## src/rtl/midi_rx_parser_if.sv

```systemverilog
// MIDI receiver bus: the serial line into the parser and the assembled-message
// outputs back to the synth dispatcher, plus a view of the receive FSM state.
//
// Strobe protocol: IO_MIDI_ready is a one-cycle valid with no ready/back-pressure
// path; the consumer must take IO_MIDI_byte_0/1/2 in the cycle ready is high.
// The byte outputs are stable from that cycle until the next ready strobe.
// IO_MIDI_frame_err is an independent one-cycle event strobe.
interface midi_rx_parser_if;
   logic       IO_MIDI_rx;
   logic       IO_MIDI_ready;
   logic [7:0] IO_MIDI_byte_0;
   logic [7:0] IO_MIDI_byte_1;
   logic [7:0] IO_MIDI_byte_2;
   logic       IO_MIDI_frame_err;
   logic [2:0] rx_state_dbg;

   // Line driver / message consumer side.
   modport master (
      output IO_MIDI_rx,
      input  IO_MIDI_ready,
      input  IO_MIDI_byte_0,
      input  IO_MIDI_byte_1,
      input  IO_MIDI_byte_2,
      input  IO_MIDI_frame_err,
      input  rx_state_dbg
   );

   // Parser side.
   modport slave (
      input  IO_MIDI_rx,
      output IO_MIDI_ready,
      output IO_MIDI_byte_0,
      output IO_MIDI_byte_1,
      output IO_MIDI_byte_2,
      output IO_MIDI_frame_err,
      output rx_state_dbg
   );
endinterface

```

## src/rtl/midi_rx_parser.sv

```systemverilog
// MIDI 8N1 receiver and channel-voice message assembler.
// The UART half samples the synchronized line at mid-bit; the parser half
// applies running status and emits complete messages with a one-cycle strobe.
module midi_rx_parser #(
   parameter int CLKS_PER_BIT = 384
) (
   input logic              IO_main_clk,
   input logic              IO_reset,
   midi_rx_parser_if.slave  midi
);

   localparam int CNT_W = $clog2(CLKS_PER_BIT);
   localparam logic [CNT_W-1:0] BIT_LAST  = CNT_W'(CLKS_PER_BIT - 1);
   localparam logic [CNT_W-1:0] HALF_LAST = CNT_W'(CLKS_PER_BIT / 2 - 1);

   typedef enum logic [2:0] {
      S_IDLE      = 3'd0,
      S_START     = 3'd1,
      S_DATA      = 3'd2,
      S_STOP      = 3'd3,
      S_WAIT_HIGH = 3'd4
   } rx_state_t;

   rx_state_t        rx_state;
   logic             rx_m;
   logic             rx_s;
   logic [CNT_W-1:0] bit_cnt;
   logic [2:0]       bit_idx;
   logic [7:0]       shift_reg;
   logic [7:0]       rx_byte;
   logic             stop_ok;
   logic             byte_valid;

   logic             status_ok;
   logic [7:0]       status_reg;
   logic             two_data;
   logic             data_cnt;
   logic [7:0]       data_1;

   assign midi.rx_state_dbg = rx_state;

   // Two-flop synchronizer; preset high so reset release never looks like a start bit.
   always_ff @(posedge IO_main_clk or posedge IO_reset) begin
      if (IO_reset) begin
         rx_m <= 1'b1;
         rx_s <= 1'b1;
      end else begin
         rx_m <= midi.IO_MIDI_rx;
         rx_s <= rx_m;
      end
   end

   // Receive FSM: start-bit qualification at half a bit, then one sample per bit time.
   always_ff @(posedge IO_main_clk or posedge IO_reset) begin
      if (IO_reset) begin
         rx_state               <= S_IDLE;
         bit_cnt                <= '0;
         bit_idx                <= '0;
         shift_reg              <= '0;
         rx_byte                <= '0;
         stop_ok                <= 1'b0;
         midi.IO_MIDI_frame_err <= 1'b0;
      end else begin
         stop_ok                <= 1'b0;
         midi.IO_MIDI_frame_err <= 1'b0;
         case (rx_state)
            S_IDLE: begin
               bit_cnt <= '0;
               if (!rx_s) rx_state <= S_START;
            end
            S_START: begin
               if (bit_cnt == HALF_LAST) begin
                  bit_cnt <= '0;
                  bit_idx <= '0;
                  // A line already back high at mid start bit was only a glitch.
                  rx_state <= rx_s ? S_IDLE : S_DATA;
               end else begin
                  bit_cnt <= bit_cnt + 1'b1;
               end
            end
            S_DATA: begin
               if (bit_cnt == BIT_LAST) begin
                  bit_cnt   <= '0;
                  shift_reg <= {rx_s, shift_reg[7:1]};
                  if (bit_idx == 3'd7) rx_state <= S_STOP;
                  else                 bit_idx  <= bit_idx + 1'b1;
               end else begin
                  bit_cnt <= bit_cnt + 1'b1;
               end
            end
            S_STOP: begin
               if (bit_cnt == BIT_LAST) begin
                  bit_cnt <= '0;
                  if (rx_s) begin
                     rx_byte  <= shift_reg;
                     stop_ok  <= 1'b1;
                     rx_state <= S_IDLE;
                  end else begin
                     midi.IO_MIDI_frame_err <= 1'b1;
                     rx_state               <= S_WAIT_HIGH;
                  end
               end else begin
                  bit_cnt <= bit_cnt + 1'b1;
               end
            end
            S_WAIT_HIGH: begin
               // A held-low break must not re-trigger start detection.
               bit_cnt <= '0;
               if (rx_s) rx_state <= S_IDLE;
            end
            default: begin
               bit_cnt  <= '0;
               rx_state <= S_IDLE;
            end
         endcase
      end
   end

   // One-cycle byte-valid pulse, issued the cycle after a good stop sample.
   always_ff @(posedge IO_main_clk or posedge IO_reset) begin
      if (IO_reset) byte_valid <= 1'b0;
      else          byte_valid <= stop_ok;
   end

   // Message parser: running status, realtime pass-through, data slotting.
   always_ff @(posedge IO_main_clk or posedge IO_reset) begin
      if (IO_reset) begin
         status_ok           <= 1'b0;
         status_reg          <= '0;
         two_data            <= 1'b0;
         data_cnt            <= 1'b0;
         data_1              <= '0;
         midi.IO_MIDI_ready  <= 1'b0;
         midi.IO_MIDI_byte_0 <= '0;
         midi.IO_MIDI_byte_1 <= '0;
         midi.IO_MIDI_byte_2 <= '0;
      end else begin
         midi.IO_MIDI_ready <= 1'b0;
         if (byte_valid) begin
            if (rx_byte[7]) begin
               if (rx_byte < 8'hF0) begin
                  // Channel-voice status: program change and channel pressure carry one data byte.
                  status_ok  <= 1'b1;
                  status_reg <= rx_byte;
                  two_data   <= !((rx_byte[7:4] == 4'hC) || (rx_byte[7:4] == 4'hD));
                  data_cnt   <= 1'b0;
               end else if (rx_byte < 8'hF8) begin
                  // System common / SysEx: nothing until a fresh channel status arrives.
                  status_ok <= 1'b0;
                  data_cnt  <= 1'b0;
               end
               // 0xF8-0xFF realtime: leave all parser state untouched.
            end else if (status_ok) begin
               if (!data_cnt) begin
                  data_1 <= rx_byte;
                  if (two_data) begin
                     data_cnt <= 1'b1;
                  end else begin
                     midi.IO_MIDI_ready  <= 1'b1;
                     midi.IO_MIDI_byte_0 <= status_reg;
                     midi.IO_MIDI_byte_1 <= rx_byte;
                     midi.IO_MIDI_byte_2 <= 8'h00;
                  end
               end else begin
                  data_cnt            <= 1'b0;
                  midi.IO_MIDI_ready  <= 1'b1;
                  midi.IO_MIDI_byte_0 <= status_reg;
                  midi.IO_MIDI_byte_1 <= data_1;
                  midi.IO_MIDI_byte_2 <= rx_byte;
               end
            end
         end
      end
   end

endmodule

```

## src/flat_wrapper.sv

```systemverilog
// flat-port wrapper written by rule: the top's interface ports become plain ports
module midi_rx_parser_flat 
#(
   parameter int CLKS_PER_BIT = 384
)
  (IO_main_clk, IO_reset, midi_IO_MIDI_rx, midi_IO_MIDI_ready, midi_IO_MIDI_byte_0, midi_IO_MIDI_byte_1, midi_IO_MIDI_byte_2, midi_IO_MIDI_frame_err, midi_rx_state_dbg);
  midi_rx_parser_if midi_i ();
  input logic IO_main_clk;
  input logic IO_reset;
  input wire logic [$bits(midi_i.IO_MIDI_rx)-1:0] midi_IO_MIDI_rx;
  output wire logic [$bits(midi_i.IO_MIDI_ready)-1:0] midi_IO_MIDI_ready;
  output wire logic [$bits(midi_i.IO_MIDI_byte_0)-1:0] midi_IO_MIDI_byte_0;
  output wire logic [$bits(midi_i.IO_MIDI_byte_1)-1:0] midi_IO_MIDI_byte_1;
  output wire logic [$bits(midi_i.IO_MIDI_byte_2)-1:0] midi_IO_MIDI_byte_2;
  output wire logic [$bits(midi_i.IO_MIDI_frame_err)-1:0] midi_IO_MIDI_frame_err;
  output wire logic [$bits(midi_i.rx_state_dbg)-1:0] midi_rx_state_dbg;
  assign midi_i.IO_MIDI_rx = midi_IO_MIDI_rx;
  assign midi_IO_MIDI_ready = midi_i.IO_MIDI_ready;
  assign midi_IO_MIDI_byte_0 = midi_i.IO_MIDI_byte_0;
  assign midi_IO_MIDI_byte_1 = midi_i.IO_MIDI_byte_1;
  assign midi_IO_MIDI_byte_2 = midi_i.IO_MIDI_byte_2;
  assign midi_IO_MIDI_frame_err = midi_i.IO_MIDI_frame_err;
  assign midi_rx_state_dbg = midi_i.rx_state_dbg;
  midi_rx_parser #(.CLKS_PER_BIT(CLKS_PER_BIT)) u_core (.IO_main_clk(IO_main_clk), .IO_reset(IO_reset), .midi(midi_i));
endmodule
```

## config.mk

```make
export PLATFORM = sky130hd
export DESIGN_NAME = midi_rx_parser_flat
export DESIGN_NICKNAME = d
export VERILOG_FILES = /design/src/rtl/midi_rx_parser_if.sv /design/src/rtl/midi_rx_parser.sv /design/src/flat_wrapper.sv
export SDC_FILE = /design/constraint.sdc
export NUM_CORES = 1
export LEC_CHECK = 0
export CAP_MARGIN = 15
export CORE_MARGIN = 2
export CORE_UTILIZATION = 40
export DETAILED_ROUTE_END_ITERATION = 10
export RECOVER_POWER = 50
export SETUP_SLACK_MARGIN = 0.2
export SYNTH_ARGS = -nofsm -noshare
export SYNTH_HDL_FRONTEND = slang
export SYNTH_SLANG_ARGS = --single-unit
```

## constraint.sdc

```tcl
create_clock -name IO_main_clk -period 2.3 [get_ports IO_main_clk]
set_input_delay 0.46 -clock IO_main_clk [delete_from_list [all_inputs] [get_ports IO_main_clk]]
set_output_delay 0.46 -clock IO_main_clk [all_outputs]
set_load 0.005 [all_outputs]
```

==> metrics.yaml <==
outcome:
  status: "complete, no violations"
finish:
  mostFrequentLayoutCell: "dfrtp_1"
  drive_above_1_share: 0.175
  layout_common_cells: "dfrtp_1 (75), nand2_1 (48), clkdlybuf4s50_1 (27)"
  final_nets: 310
  area_growth_pct: 18.6
  fill_cells: 714
  final_util: 0.491
  regMostFlops: "u_core.bit_cnt"
  largest_reg_flops: 9
  fin_area_sq_mm: 0.00382
  n_antenna_cell: 0
detailed_routing:
  met2_wirelength_um: 2680
  num_vias: 2050
  top_layer: "met4"
  avgRoutedWirePerCell_um: 14.0
  wl_um: 5760
  drt_first_iter_violations: 115
  ant_nets: 0
  wl_met1_um: 2740
  vias_per_cell: 4.99
  first_pass_iters: 4
  dr_wl_met3_um: 283
  drc: 0
floorplanning:
  die_x_um: 93.7
  fp-row-count: 32
  die_y_um: 93.7
  io_pins: 32
  initial_core_util: 0.414
  die_area_sq_mm: 0.00878
  core_area_sq_mm: 0.00777
synthesis:
  synth_edf_count: 0
  synth_ff_type: "dfrtp_1"
  synth_area_sq_mm: 0.00322
  synth_seq_cells: 77
  seq_area_frac_synth: 0.600
  synthArstFlopShare: 1.00
  yosysUniqueCellTypes: 45
  postSynthCellCount: 270
  synth_warnings: 0
  syn_avg_cell_area_sq_um: 11.9
sta:
  setup_viol: 0
  fmax_mhz: 509
  slew_headroom: 0.459
  report.final.slew_viol_count: 0
  min_period_over_period: 0.854
  clock_skew_ps: 11.2
  worst_pin_slew_ps: 808
  finalHoldViolations: 0
  final.setup.tns_ps: 0
  fin_crit_ps: 1960
  rsz0062_at_grt: "no"
placed_design:
  place.gp.congestion: 0.857
  dpl.hpwl_um: 4030
  place_area_sq_mm: 0.00361
  place.port_buffers: 29
setup_path:
  cp_cell_sequence: "clkdlybuf4s50_1"
  ff2ff_path_depth: 5
  slowest_delay_ps: 590
  path_buf_inv: 1
  endpoint_kind: "primary output"
  cpMaxStageDelayCell: "dfrtp_1"
  critical_path_depth: 1
  cp-startpoint: "u_core.midi.rx_state_dbg[0]"
  required_ps: 1840
  crit_family: "flip-flops"
  criticalPathCategory: "reg2out"
  crit_fanout: 11
  r2r_slack_ps: 380
  crit_end: "midi_rx_state_dbg[0]"
  reg2reg_to: "u_core.rx_byte[5]"
  startpoint_type: "register"
  rr_startpoint: "u_core.bit_cnt[0]"
  cp.arrival_ps: 1500
global_route:
  antenna_found_initial: 0
  grt_pass1_vias: 2109
  grt_remaining_overflow: 0
  grt_pass1_wl_um: 10400
  track_usage: 0.152
  grt_max_degree: 40
clock_network:
  postCtsHoldBufs: 0
  insertion_delay_ps: 340
  cts_tree: "built"
  cts_htree_levels: 3
  clock_sinks: 77
  cts.clk_slew.worst_paths_ps: 80
  numCtsBuffers: 9
  root_buffer: "clkbuf_8"
  cts_max_path_buffers: 2
power_and_ir_drop:
  powerDensity_mw_per_mm2: 632
  p_leak_nw: 1.79
  ir_drop_v: 0.000318
job:
  drv_cap: 0
min_path:
  min_path_type: "reg2reg"
  hp-start: "u_core.stop_ok"
[layer usage]
metal / up-vias / global-route usage
met3: 6 / 0.0465
met1: 990 / 0.213
met5: - / 0
met2: 51 / 0.229
met4: 0 / 0.0435
li1: 1003 / -
[where the power goes]
part | internal (mW) | total (mW) | switching, mW
clock network | 0.562 | 1.02 | 0.459
logic | 0.00673 | 0.0336 | 0.0269
registers | 1.36 | 1.36 | 0.00201
[cells by family after synthesis]
| kind of cell | Yosys count | share of synthesized area |
|---|---|---|
| AO/OA/AOI/OAI | 31 | 0.0645 |
| XOR/XNOR | 6 | 0.0163 |
| adder cells (fa/ha/maj) | 3 | 0.0117 |
| buffers and inverters | 15 | 0.0245 |
| flip-flops | 77 | 0.600 |
| multiplexers | 34 | 0.116 |
| other | 1 | 0.00117 |
| AND/OR/NAND/NOR | 103 | 0.166 |
[through the flow]
stage	instances	total power, mW	worst slack [ps]	hold slack (ps)
global route	411	2.53	246	362
finish	411	2.41	336	349
CTS	410	2.45	301	353
global placement	394	1.42	399	332
detailed placement	394	1.42	336	349
floorplan	271	1.41	574	331
[repair_timing]
action                     4_1_cts  5_1_grt
setup buffers                    0        1
gates resized for setup          0        1
setup endpoints to repair        0       19
[layout make-up]
class,instances,area (sq um),share of cell area
Clock inverter,3,43.8,0.0115
Multi-Input combinational cell,179,1210,0.317
Sequential cell,77,1930,0.506
Tap cell,102,128,0.0334
Timing Repair Buffer,33,330,0.0866
Clock buffer,13,159,0.0416
Inverter,4,16.3,0.00426
[Yosys cell counts (3+ instances only)]
master | instances | area, sq um
o21ai_0 | 12 | 60.1
nor2_1 | 16 | 60.1
ha_1 | 3 | 37.5
mux2_2 | 26 | 293
nand3b_1 | 3 | 22.5
a22o_1 | 9 | 78.8
nand2_1 | 48 | 180
nor2b_1 | 4 | 25.0
dfrtp_1 | 75 | 1880
xor2_1 | 5 | 43.8
nand4b_1 | 3 | 26.3
buf_2 | 5 | 25.0
mux2i_1 | 8 | 80.1
nand4_1 | 4 | 25.0
a21oi_1 | 3 | 15.0
inv_1 | 3 | 11.3
nand3_1 | 7 | 35.0
[how the worst min path moves through the flow]
| stage | to | slack, ps | cells after the start |
|---|---|---|---|
| 4_1_cts | u_core.byte_valid | 350 | 0 |
| 5_1_grt | u_core.rx_s | 360 | 0 |
| 2_1_floorplan | u_core.byte_valid | 330 | 0 |
| 6_report | u_core.byte_valid | 350 | 0 |
| 3_3_place_gp | u_core.byte_valid | 330 | 0 |
| 3_5_place_dp | u_core.byte_valid | 350 | 0 |
(Power assumes the default switching activity.)
